File: config.mk
export PLATFORM = sky130hd
export DESIGN_NAME = puf_resp_reader_flat
export DESIGN_NICKNAME = d
export VERILOG_FILES = /design/src/rtl/puf_pkg.sv /design/src/rtl/puf_resp_reader_if.sv /design/src/rtl/puf_sync2.sv /design/src/rtl/puf_resp_reader.sv /design/src/flat_wrapper.sv
export SDC_FILE = /design/constraint.sdc
export NUM_CORES = 1
export LEC_CHECK = 0
export CAP_MARGIN = 15
export CORE_MARGIN = 2
export CORE_UTILIZATION = 62
export CTS_BUF_LIST = sky130_fd_sc_hd__clkbuf_8
export CTS_CLUSTER_DIAMETER = 150
export DETAILED_ROUTE_END_ITERATION = 6
export PLACE_DENSITY = 0.93
export SYNTH_ARGS = -nofsm -noshare
export SYNTH_HDL_FRONTEND = slang
export SYNTH_SLANG_ARGS = --single-unit
File: constraint.sdc
create_clock -name clk -period 5.6 [get_ports clk]
set_input_delay 1.68 -clock clk [delete_from_list [all_inputs] [get_ports clk]]
set_output_delay 1.68 -clock clk [all_outputs]
set_load 0.01 [all_outputs]
File: src/rtl/puf_pkg.sv
// Shared types and constants for the PUF response reader: FSM state encoding,
// default bank width / strobe timing, and width helpers for counters and indices.
package puf_pkg;

    typedef enum logic [2:0] {
        IDLE   = 3'd0,
        CLEAR  = 3'd1,
        LOAD   = 3'd2,
        SETTLE = 3'd3,
        SHIFT  = 3'd4,
        FIN    = 3'd5
    } puf_state_e;

    localparam int unsigned PUF_WIDTH         = 16;
    localparam int unsigned PUF_CLR_CYCLES    = 2;
    localparam int unsigned PUF_LD_CYCLES     = 1;
    localparam int unsigned PUF_SETTLE_CYCLES = 4;

    function automatic int unsigned max3(input int unsigned a, input int unsigned b,
                                         input int unsigned c);
        int unsigned m;
        m = (a > b) ? a : b;
        return (m > c) ? m : c;
    endfunction

    // clog2 helper that never yields a zero-width vector (WIDTH=1 is legal).
    function automatic int unsigned clog2_min1(input int unsigned n);
        return (n > 1) ? $clog2(n) : 1;
    endfunction

    // Phase counter must hold the largest terminal value (param-1).
    function automatic int unsigned cnt_width(input int unsigned clr, input int unsigned ld,
                                              input int unsigned settle);
        return clog2_min1(max3(clr, ld, settle) + 1);
    endfunction

endpackage

File: src/rtl/puf_resp_reader_if.sv
// Serial valid/ready response stream from the reader to the post-processing/UART path.
interface puf_resp_reader_if;
    logic tx_data;
    logic tx_valid;
    logic tx_ready;
    logic tx_last;

    modport master (output tx_data, output tx_valid, output tx_last, input tx_ready);
    modport slave  (input tx_data, input tx_valid, input tx_last, output tx_ready);
endinterface

File: src/rtl/puf_sync2.sv
// WIDTH-bit two-flop synchroniser for the latch outputs, which are asynchronous to clk.
module puf_sync2 #(
    parameter int unsigned WIDTH = 16
) (
    input  logic             clk,
    input  logic             rst_n,
    input  logic [WIDTH-1:0] d,
    output logic [WIDTH-1:0] q
);
    logic [WIDTH-1:0] meta_q;
    logic [WIDTH-1:0] sync_q;

    // NOTE: sequential state uses non-blocking assignments and the async active-low
    // reset in the sensitivity list, so every flop clears the instant rst_n falls.
    always_ff @(posedge clk or negedge rst_n) begin
        if (!rst_n) begin
            meta_q <= '0;
            sync_q <= '0;
        end else begin
            meta_q <= d;
            sync_q <= meta_q;
        end
    end

    assign q = sync_q;
endmodule

File: src/rtl/puf_resp_reader.sv
// Sequences clear -> load -> settle on a bank of PUF response latches, snapshots the
// synchronised latch outputs and streams the snapshot LSB-first over valid/ready.
module puf_resp_reader
    import puf_pkg::*;
#(
    parameter int unsigned WIDTH         = PUF_WIDTH,
    parameter int unsigned CLR_CYCLES    = PUF_CLR_CYCLES,
    parameter int unsigned LD_CYCLES     = PUF_LD_CYCLES,
    parameter int unsigned SETTLE_CYCLES = PUF_SETTLE_CYCLES
) (
    input  logic                clk,
    input  logic                rst_n,
    input  logic                start,
    output logic                lat_clr,
    output logic                lat_ld,
    input  logic [WIDTH-1:0]    lat_q,
    output logic                busy,
    output logic                done,
    puf_resp_reader_if.master   tx
);
    localparam int unsigned CNT_W = cnt_width(CLR_CYCLES, LD_CYCLES, SETTLE_CYCLES);
    localparam int unsigned IDX_W = clog2_min1(WIDTH);

    localparam logic [CNT_W-1:0] CLR_LAST    = CNT_W'(CLR_CYCLES - 1);
    localparam logic [CNT_W-1:0] LD_LAST     = CNT_W'(LD_CYCLES - 1);
    localparam logic [CNT_W-1:0] SETTLE_LAST = CNT_W'(SETTLE_CYCLES - 1);
    localparam logic [IDX_W-1:0] LAST_IDX    = IDX_W'(WIDTH - 1);

    puf_state_e       state_q, state_d;
    logic [CNT_W-1:0] cnt_q, cnt_d;
    logic [WIDTH-1:0] shreg_q, shreg_d;
    logic [IDX_W-1:0] bit_idx_q, bit_idx_d;
    logic             lat_clr_q, lat_clr_d;
    logic             lat_ld_q, lat_ld_d;
    logic             busy_q, busy_d;
    logic             done_q, done_d;
    logic             tx_valid_q, tx_valid_d;
    logic             tx_data_q, tx_data_d;
    logic             tx_last_q, tx_last_d;

    logic [WIDTH-1:0] sync_q;
    logic             accept;

    puf_sync2 #(.WIDTH(WIDTH)) u_sync (
        .clk   (clk),
        .rst_n (rst_n),
        .d     (lat_q),
        .q     (sync_q)
    );

    assign accept = tx_valid_q && tx.tx_ready;

    // NOTE: every signal written here gets a default first; a missed branch would
    // otherwise infer a latch instead of holding the registered value.
    always_comb begin
        state_d   = state_q;
        cnt_d     = cnt_q;
        shreg_d   = shreg_q;
        bit_idx_d = bit_idx_q;

        unique case (state_q)
            IDLE: begin
                if (start) begin
                    state_d = CLEAR;
                    cnt_d   = '0;
                end
            end
            CLEAR: begin
                if (cnt_q == CLR_LAST) begin
                    state_d = LOAD;
                    cnt_d   = '0;
                end else begin
                    cnt_d = cnt_q + CNT_W'(1);
                end
            end
            LOAD: begin
                if (cnt_q == LD_LAST) begin
                    state_d = SETTLE;
                    cnt_d   = '0;
                end else begin
                    cnt_d = cnt_q + CNT_W'(1);
                end
            end
            SETTLE: begin
                if (cnt_q == SETTLE_LAST) begin
                    state_d   = SHIFT;
                    cnt_d     = '0;
                    shreg_d   = sync_q;
                    bit_idx_d = '0;
                end else begin
                    cnt_d = cnt_q + CNT_W'(1);
                end
            end
            SHIFT: begin
                if (accept) begin
                    shreg_d = shreg_q >> 1;
                    // Index stops at the MSB so it never wraps within a response.
                    if (bit_idx_q == LAST_IDX) state_d = FIN;
                    else                       bit_idx_d = bit_idx_q + IDX_W'(1);
                end
            end
            FIN:     state_d = IDLE;
            default: state_d = IDLE;
        endcase

        // Outputs decoded from the next state so they come straight from flops.
        lat_clr_d  = (state_d == CLEAR);
        lat_ld_d   = (state_d == LOAD);
        busy_d     = (state_d != IDLE);
        done_d     = (state_d == FIN);
        tx_valid_d = (state_d == SHIFT);
        tx_data_d  = tx_valid_d && shreg_d[0];
        tx_last_d  = tx_valid_d && (bit_idx_d == LAST_IDX);
    end

    always_ff @(posedge clk or negedge rst_n) begin
        if (!rst_n) begin
            state_q    <= IDLE;
            cnt_q      <= '0;
            shreg_q    <= '0;
            bit_idx_q  <= '0;
            lat_clr_q  <= 1'b0;
            lat_ld_q   <= 1'b0;
            busy_q     <= 1'b0;
            done_q     <= 1'b0;
            tx_valid_q <= 1'b0;
            tx_data_q  <= 1'b0;
            tx_last_q  <= 1'b0;
        end else begin
            state_q    <= state_d;
            cnt_q      <= cnt_d;
            shreg_q    <= shreg_d;
            bit_idx_q  <= bit_idx_d;
            lat_clr_q  <= lat_clr_d;
            lat_ld_q   <= lat_ld_d;
            busy_q     <= busy_d;
            done_q     <= done_d;
            tx_valid_q <= tx_valid_d;
            tx_data_q  <= tx_data_d;
            tx_last_q  <= tx_last_d;
        end
    end

    assign lat_clr     = lat_clr_q;
    assign lat_ld      = lat_ld_q;
    assign busy        = busy_q;
    assign done        = done_q;
    assign tx.tx_valid = tx_valid_q;
    assign tx.tx_data  = tx_data_q;
    assign tx.tx_last  = tx_last_q;
endmodule

File: src/flat_wrapper.sv
// flat-port wrapper written by rule: the top's interface ports become plain ports
module puf_resp_reader_flat import puf_pkg::*;
#(
    parameter int unsigned WIDTH         = PUF_WIDTH,
    parameter int unsigned CLR_CYCLES    = PUF_CLR_CYCLES,
    parameter int unsigned LD_CYCLES     = PUF_LD_CYCLES,
    parameter int unsigned SETTLE_CYCLES = PUF_SETTLE_CYCLES
)
  (clk, rst_n, start, lat_clr, lat_ld, lat_q, busy, done, tx_tx_data, tx_tx_valid, tx_tx_last, tx_tx_ready);
  puf_resp_reader_if tx_i ();
  input  logic clk;
  input  logic rst_n;
  input  logic start;
  output logic lat_clr;
  output logic lat_ld;
  input  logic [WIDTH-1:0] lat_q;
  output logic busy;
  output logic done;
  output wire logic [$bits(tx_i.tx_data)-1:0] tx_tx_data;
  output wire logic [$bits(tx_i.tx_valid)-1:0] tx_tx_valid;
  output wire logic [$bits(tx_i.tx_last)-1:0] tx_tx_last;
  input wire logic [$bits(tx_i.tx_ready)-1:0] tx_tx_ready;
  assign tx_tx_data = tx_i.tx_data;
  assign tx_tx_valid = tx_i.tx_valid;
  assign tx_tx_last = tx_i.tx_last;
  assign tx_i.tx_ready = tx_tx_ready;
  puf_resp_reader #(.WIDTH(WIDTH), .CLR_CYCLES(CLR_CYCLES), .LD_CYCLES(LD_CYCLES), .SETTLE_CYCLES(SETTLE_CYCLES)) u_core (.clk(clk), .rst_n(rst_n), .start(start), .lat_clr(lat_clr), .lat_ld(lat_ld), .lat_q(lat_q), .busy(busy), .done(done), .tx(tx_i));
endmodule
After elaboration in Yosys (flattened, before gate mapping)
Cells that the tools add are included.
Storage, ports and cells
  output and inout port bits: 7
  register bits after elaboration: 65
  input port bits: 20
  word-level logic and storage cells: 60
Operators by class
  $add $sub $neg: 2
  multiplexer cells: 19
  equality and inequality tests: 15
  reductions and logical operators: 10
Operators with widths (number)
  2-to-1 mux 16 bit: 2
  case mux 16 bit (2 select lines): 1
  2-to-1 mux 3 bit: 10
  case mux 3 bit (5 select lines): 1
  == test 3 x 2 -> 1 bit (second input constant): 4
  2-to-1 mux 4 bit: 3
  case mux 3 bit (4 select lines): 1
  == test 3 x 1 -> 1 bit (second input constant): 3
  == test 3 bit (second input constant): 3
  == test 4 bit (second input constant): 2
  case mux 4 bit (2 select lines): 1
  zero test 3 bit: 2
  adder 4 x 1 -> 4 bit (second input constant): 1
  != test 2 x 1 -> 1 bit (second input constant): 2
  nonzero test 4 bit: 1
  adder 3 x 1 -> 3 bit (second input constant): 1
  logical AND 1 bit: 3
  AND reduction 3 bit: 1
  nonzero test 3 bit: 1
  != test 2 bit (second input constant): 1
  AND reduction 2 bit: 1
  nonzero test 2 bit: 1

Longest topological paths before layout
  word-level depth: 6
  mapped depth: 7
  gate-level depth less buffers: 6

Modules after synthesis
A second synthesis with hierarchy kept.
Unflattened totals
  cells, all modules: 192
  area total of the unflattened synthesis: 2449.8 µm²
By module, submodules not included
  puf_resp_reader: instances 1, area an instance 1649.1 µm², sequential area each 825.8 µm², cells each 160
  puf_sync2: instances 1, area an instance 800.8 µm², sequential area each 800.8 µm², cells each 32

Least setup slack after synthesis
OpenSTA, ideal clock, no wires.
  path type: input -> register
  start: input port tx_tx_ready
  end: register u_core.busy_q (netlist: u_core.busy)
  required time: 5469 ps
  buffers on the path: 0
  library setup time: 131 ps
  setup slack: 2963 ps
  stages: 4
  data arrival time: 2506 ps
  path through: nand2_1 -> nor3_1 -> a311o_1 -> or3_1
On the way
  word-level cells in the longest chain between the ends: 4
RTL lines
  start, declared: line flat_wrapper.sv:22  | input wire logic [$bits(tx_i.tx_ready)-1:0] tx_tx_ready;
  logical AND 1 bit: line puf_resp_reader.sv:51  | assign accept = tx_valid_q && tx.tx_ready;
  2-to-1 mux 3 bit: line puf_resp_reader.sv:95  | if (accept) begin
  case mux 3 bit (5 select lines): line puf_resp_reader.sv:61  | unique case (state_q)
  named net u_core.state_d[0]: line puf_resp_reader.sv:29  | puf_state_e state_q, state_d;
  nonzero test 3 bit: line puf_resp_reader.sv:109  | busy_d = (state_d != IDLE);
  named net u_core.busy_d: line puf_resp_reader.sv:35  | logic busy_q, busy_d;
  end signal, assigned: line puf_resp_reader.sv:136  | busy_q <= busy_d;
  end, declared: line puf_resp_reader.sv:35
The timed path passes the listed nets, and every way through them passes these cells.
A chain may end at the register's enable or synchronous reset.

Final worst setup path
  start: input port tx_tx_ready
  end: register u_core.tx_data_q (netlist: u_core.tx.tx_data)
On the way
  elaborated cells on any way between the ends: 7
  those cells by class: eq/ne (1); mux (4); reduce/logical (2)
RTL lines
  logical AND 1 bit: line puf_resp_reader.sv:51
  2-to-1 mux 16 bit: line puf_resp_reader.sv:95
  case mux 16 bit (2 select lines): line puf_resp_reader.sv:61
  named net u_core.shreg_d[0]: line puf_resp_reader.sv:31  | logic [WIDTH-1:0] shreg_q, shreg_d;
  logical AND 1 bit: line puf_resp_reader.sv:112  | tx_data_d = tx_valid_d && shreg_d[0];
  named net u_core.tx_data_d: line puf_resp_reader.sv:38  | logic tx_data_q, tx_data_d;
  end signal, assigned: line puf_resp_reader.sv:139  | tx_data_q <= tx_data_d;
  end, declared: line puf_resp_reader.sv:38
The timed path passes the listed nets, and every way through them passes these cells. The select of a mux whose other input is x is not followed.

==> out/results.ini <==
[logic_synthesis]
yosysMostFrequentCell=dfrtp_1
yosysTopAreaCell=dfrtp_1
yosys_warnings=0
synth-edff-count=0
synth_commonest_cells=dfrtp_1 (65), nand2_1 (38), a22oi_1 (15)
async_reset_ff_share_pct=100
syn_inst=194
synth_top_family_by_area=simple AND/OR/NAND/NOR gates
yosys.area.top_type_share_pct=68.2
syn_area_sq_um=2380
synthSimpleGateAreaFrac_pct=14.4
syn_nets=220
muxShareOfSynthArea_pct=0.840
synth_area_leaders=dfrtp_1 (68%), nand2_1 (6.0%), a22oi_1 (4.7%), ha_1 (3.1%), inv_1 (1.7%)
synthXorXnorAreaFrac_pct=0
synth.distinct_cells=37
ys_seq_area_share_pct=68.2
synth_seq_cells=65
synth_compound_area_share_pct=10.1
avgSynthCellArea_sq_um=12.3
synthFlopType=dfrtp_1
synth-adder-area-share_pct=3.15

[pwr]
switching_power_mw=0.388
swShare_pct=28.2
p_seq_share_pct=47.7
comb_power_share_pct=20.2
power.internal_mw=0.987
clockPowerShare_pct=32.1
irDropWorstVdd_v=0.000247
powerDensity_nw_per_um2=474
power.leakage_nw=1.34

[grt]
grt_max_degree=66
grt.total_usage_pct=20.4
grt_pass1_vias=1456
antenna_found_initial=0
grt_pass1_wl_mm=6.42
grt_overflow=0

[worst_setup_path]
worst-path-max-fanout=15
crit_path_end_kind=flop
worstPathRequired_ps=5880
worst-r2r-setup-slack_ps=2900
r2r_cells=6
worstSetupPathType=in -> reg
crit_arrival_ps=3540
rr_startpoint=u_core.cnt_q[0]$_DFFE_PN0P_
cp-start-kind=input port
reg2reg_to=u_core.tx.tx_data$_DFF_PN0_

[placement]
port_buffers=26
detailed_place.area_sq_um=2670
dpl.hpwl_mm=2.46
gp_congestion=0.764
place_ws_ps=2000
dp.cells=262

[flow_run]
drv_cap=0

[floorplanning]
io_pins=27
start_util_pct=64.6
core-area_sq_um=3690
die_area_sq_um=4360
die_w_um=66.0
die_height_um=66.0
row_count=22

[final_layout]
syn_to_final_growth_pct=21.6
n_antenna_cell=0
fin_area_sq_um=2900
nFillCells=236
instances_no_fill=277
drive_gt1_share_pct=8.73
nets=251

[sta]
period_minus_slack_ps=3260
hold_violations=0
finClkSkew_ps=8.41
rsz0062_at_grt=false
setup_violations=0
worst_pin_slew_ps=1030
period_share_pct=58.3
setup_ws_ps=2340
fin_tns_setup_ps=0
drv_slew=0
fmax_mhz=306
slew_headroom_pct=31.6

[status]
status=finished, final reports clean

[detailed_routing]
dr.pass1.iters=4
drt-total-wl_mm=3.90
ant_nets=0
via_per_inst=5.49
drtIter0Drc=155
routed-via-count=1520
avgRoutedWirePerCell_um=14.1
drcViolationCount=0

[clocking]
ctsLongestPathBuffers=2
cts_tree=built
cts_sinks=65
ctsHoldBuffers=0
cts_setup_buffers=0
clk_pin_slew_ps=60
cts_max_level=3
cts_root_buffer=clkbuf_8
clock_latency_ps=340
cts_buffers=9
cts_resized=0

[worst_hold_path]
min_to=u_core.u_sync.q[7]$_DFF_PN0_
hold_class=reg -> reg
hold_depth=0
hold_path.startpoint=u_core.u_sync.meta_q[7]$_DFF_PN0_

-- worst max-delay path by stage --
stage	startpoint	end	slack, ps	depth (start not counted)
4_1_cts	tx_tx_ready	u_core.tx.tx_data$_DFF_PN0_	2330	5
3_3_place_gp	tx_tx_ready	u_core.tx.tx_data$_DFF_PN0_	2050	5
2_1_floorplan	tx_tx_ready	u_core.busy$_DFF_PN0_	2960	4
5_1_grt	tx_tx_ready	u_core.tx.tx_data$_DFF_PN0_	2190	5
6_report	tx_tx_ready	u_core.tx.tx_data$_DFF_PN0_	2340	5
3_5_place_dp	tx_tx_ready	u_core.tx.tx_data$_DFF_PN0_	2000	5
-- placed cells by master, fill, tap and decap left out, types with 2 or more instances in the layout --
master            n
dfrtp_1          65
nand2_1          38
clkdlybuf4s50_1  25
a22oi_1          15
inv_1            12
clkbuf_8         12
o21ai_0           7
ha_1              6
nor3_1            5
nor2_1            5
a21oi_1           3
and3b_1           2
nand2b_1          2
mux2i_1           2
nor4_1            2
and2_1            2
and3_1            2
nor2b_1           2
bufinv_16         2
-- kinds of logic (layout without fill, tap and decap cells) --
logic type / count (synthesis) / after routing
simple gates: 69 / 69
flops: 65 / 65
compound gates: 34 / 34
buf+inv: 18 / 53
fa+ha+maj: 6 / 6
mux: 2 / 2
-- metal layers --
| metal | vias up | wire [um] | track usage [%] |
|---|---|---|---|
| li1 | 721 | - | - |
| met1 | 759 | 1700 | 24.3 |
| met2 | 34 | 2010 | 33.7 |
| met3 | 6 | 142 | 6.13 |
| met4 | 0 | 51 | 10.5 |
| met5 | - | 0 | 0 |
-- power by group through the flow --
stage               logic, mW  clock network (mW)  registers [mW]
floorplan               0.214                   0           0.629
global placement        0.261                   0           0.654
detailed placement      0.280                   0           0.658
CTS                     0.281               0.446           0.654
global route            0.317               0.471           0.668
finish                  0.278               0.441           0.656
-- through the flow --
stage               power [mW]  util (%)  hold WS, ps
floorplan                0.844         -          331
global placement         0.915      72.4          331
detailed placement       0.938      72.4          335
CTS                       1.38      78.6          349
global route              1.46      78.6          353
finish                    1.37      78.6          347
-- state kept, by name, summed over array words and instances, names as in the netlist --
register,flops
u_core.bit_idx_q,4
u_core.busy,1
u_core.cnt_q,3
u_core.done,1
u_core.lat_clr,1
u_core.lat_ld,1
u_core.shreg_q,16
u_core.state_q,3
u_core.tx.tx_data,1
u_core.tx.tx_last,1
u_core.tx.tx_valid,1
u_core.u_sync.meta_q,16
u_core.u_sync.q,16
-- area by class of cell --
type	instances	area [sq um]	area share, %
Clock buffer	12	165	5.70
Sequential cell	65	1630	56.1
Tap cell	48	60.1	2.07
Timing Repair Buffer	27	263	9.06
Multi-Input combinational cell	111	679	23.4
Inverter	11	41.3	1.42
Clock inverter	3	63.8	2.20
-- critical path, stage by stage --
cell and delay [ps]:
clkdlybuf4s50_1 430, and2_1 190, a21oi_1 820, a221o_1 290, and2_1 120
No activity file was read; power rests on OpenSTA's default activity.
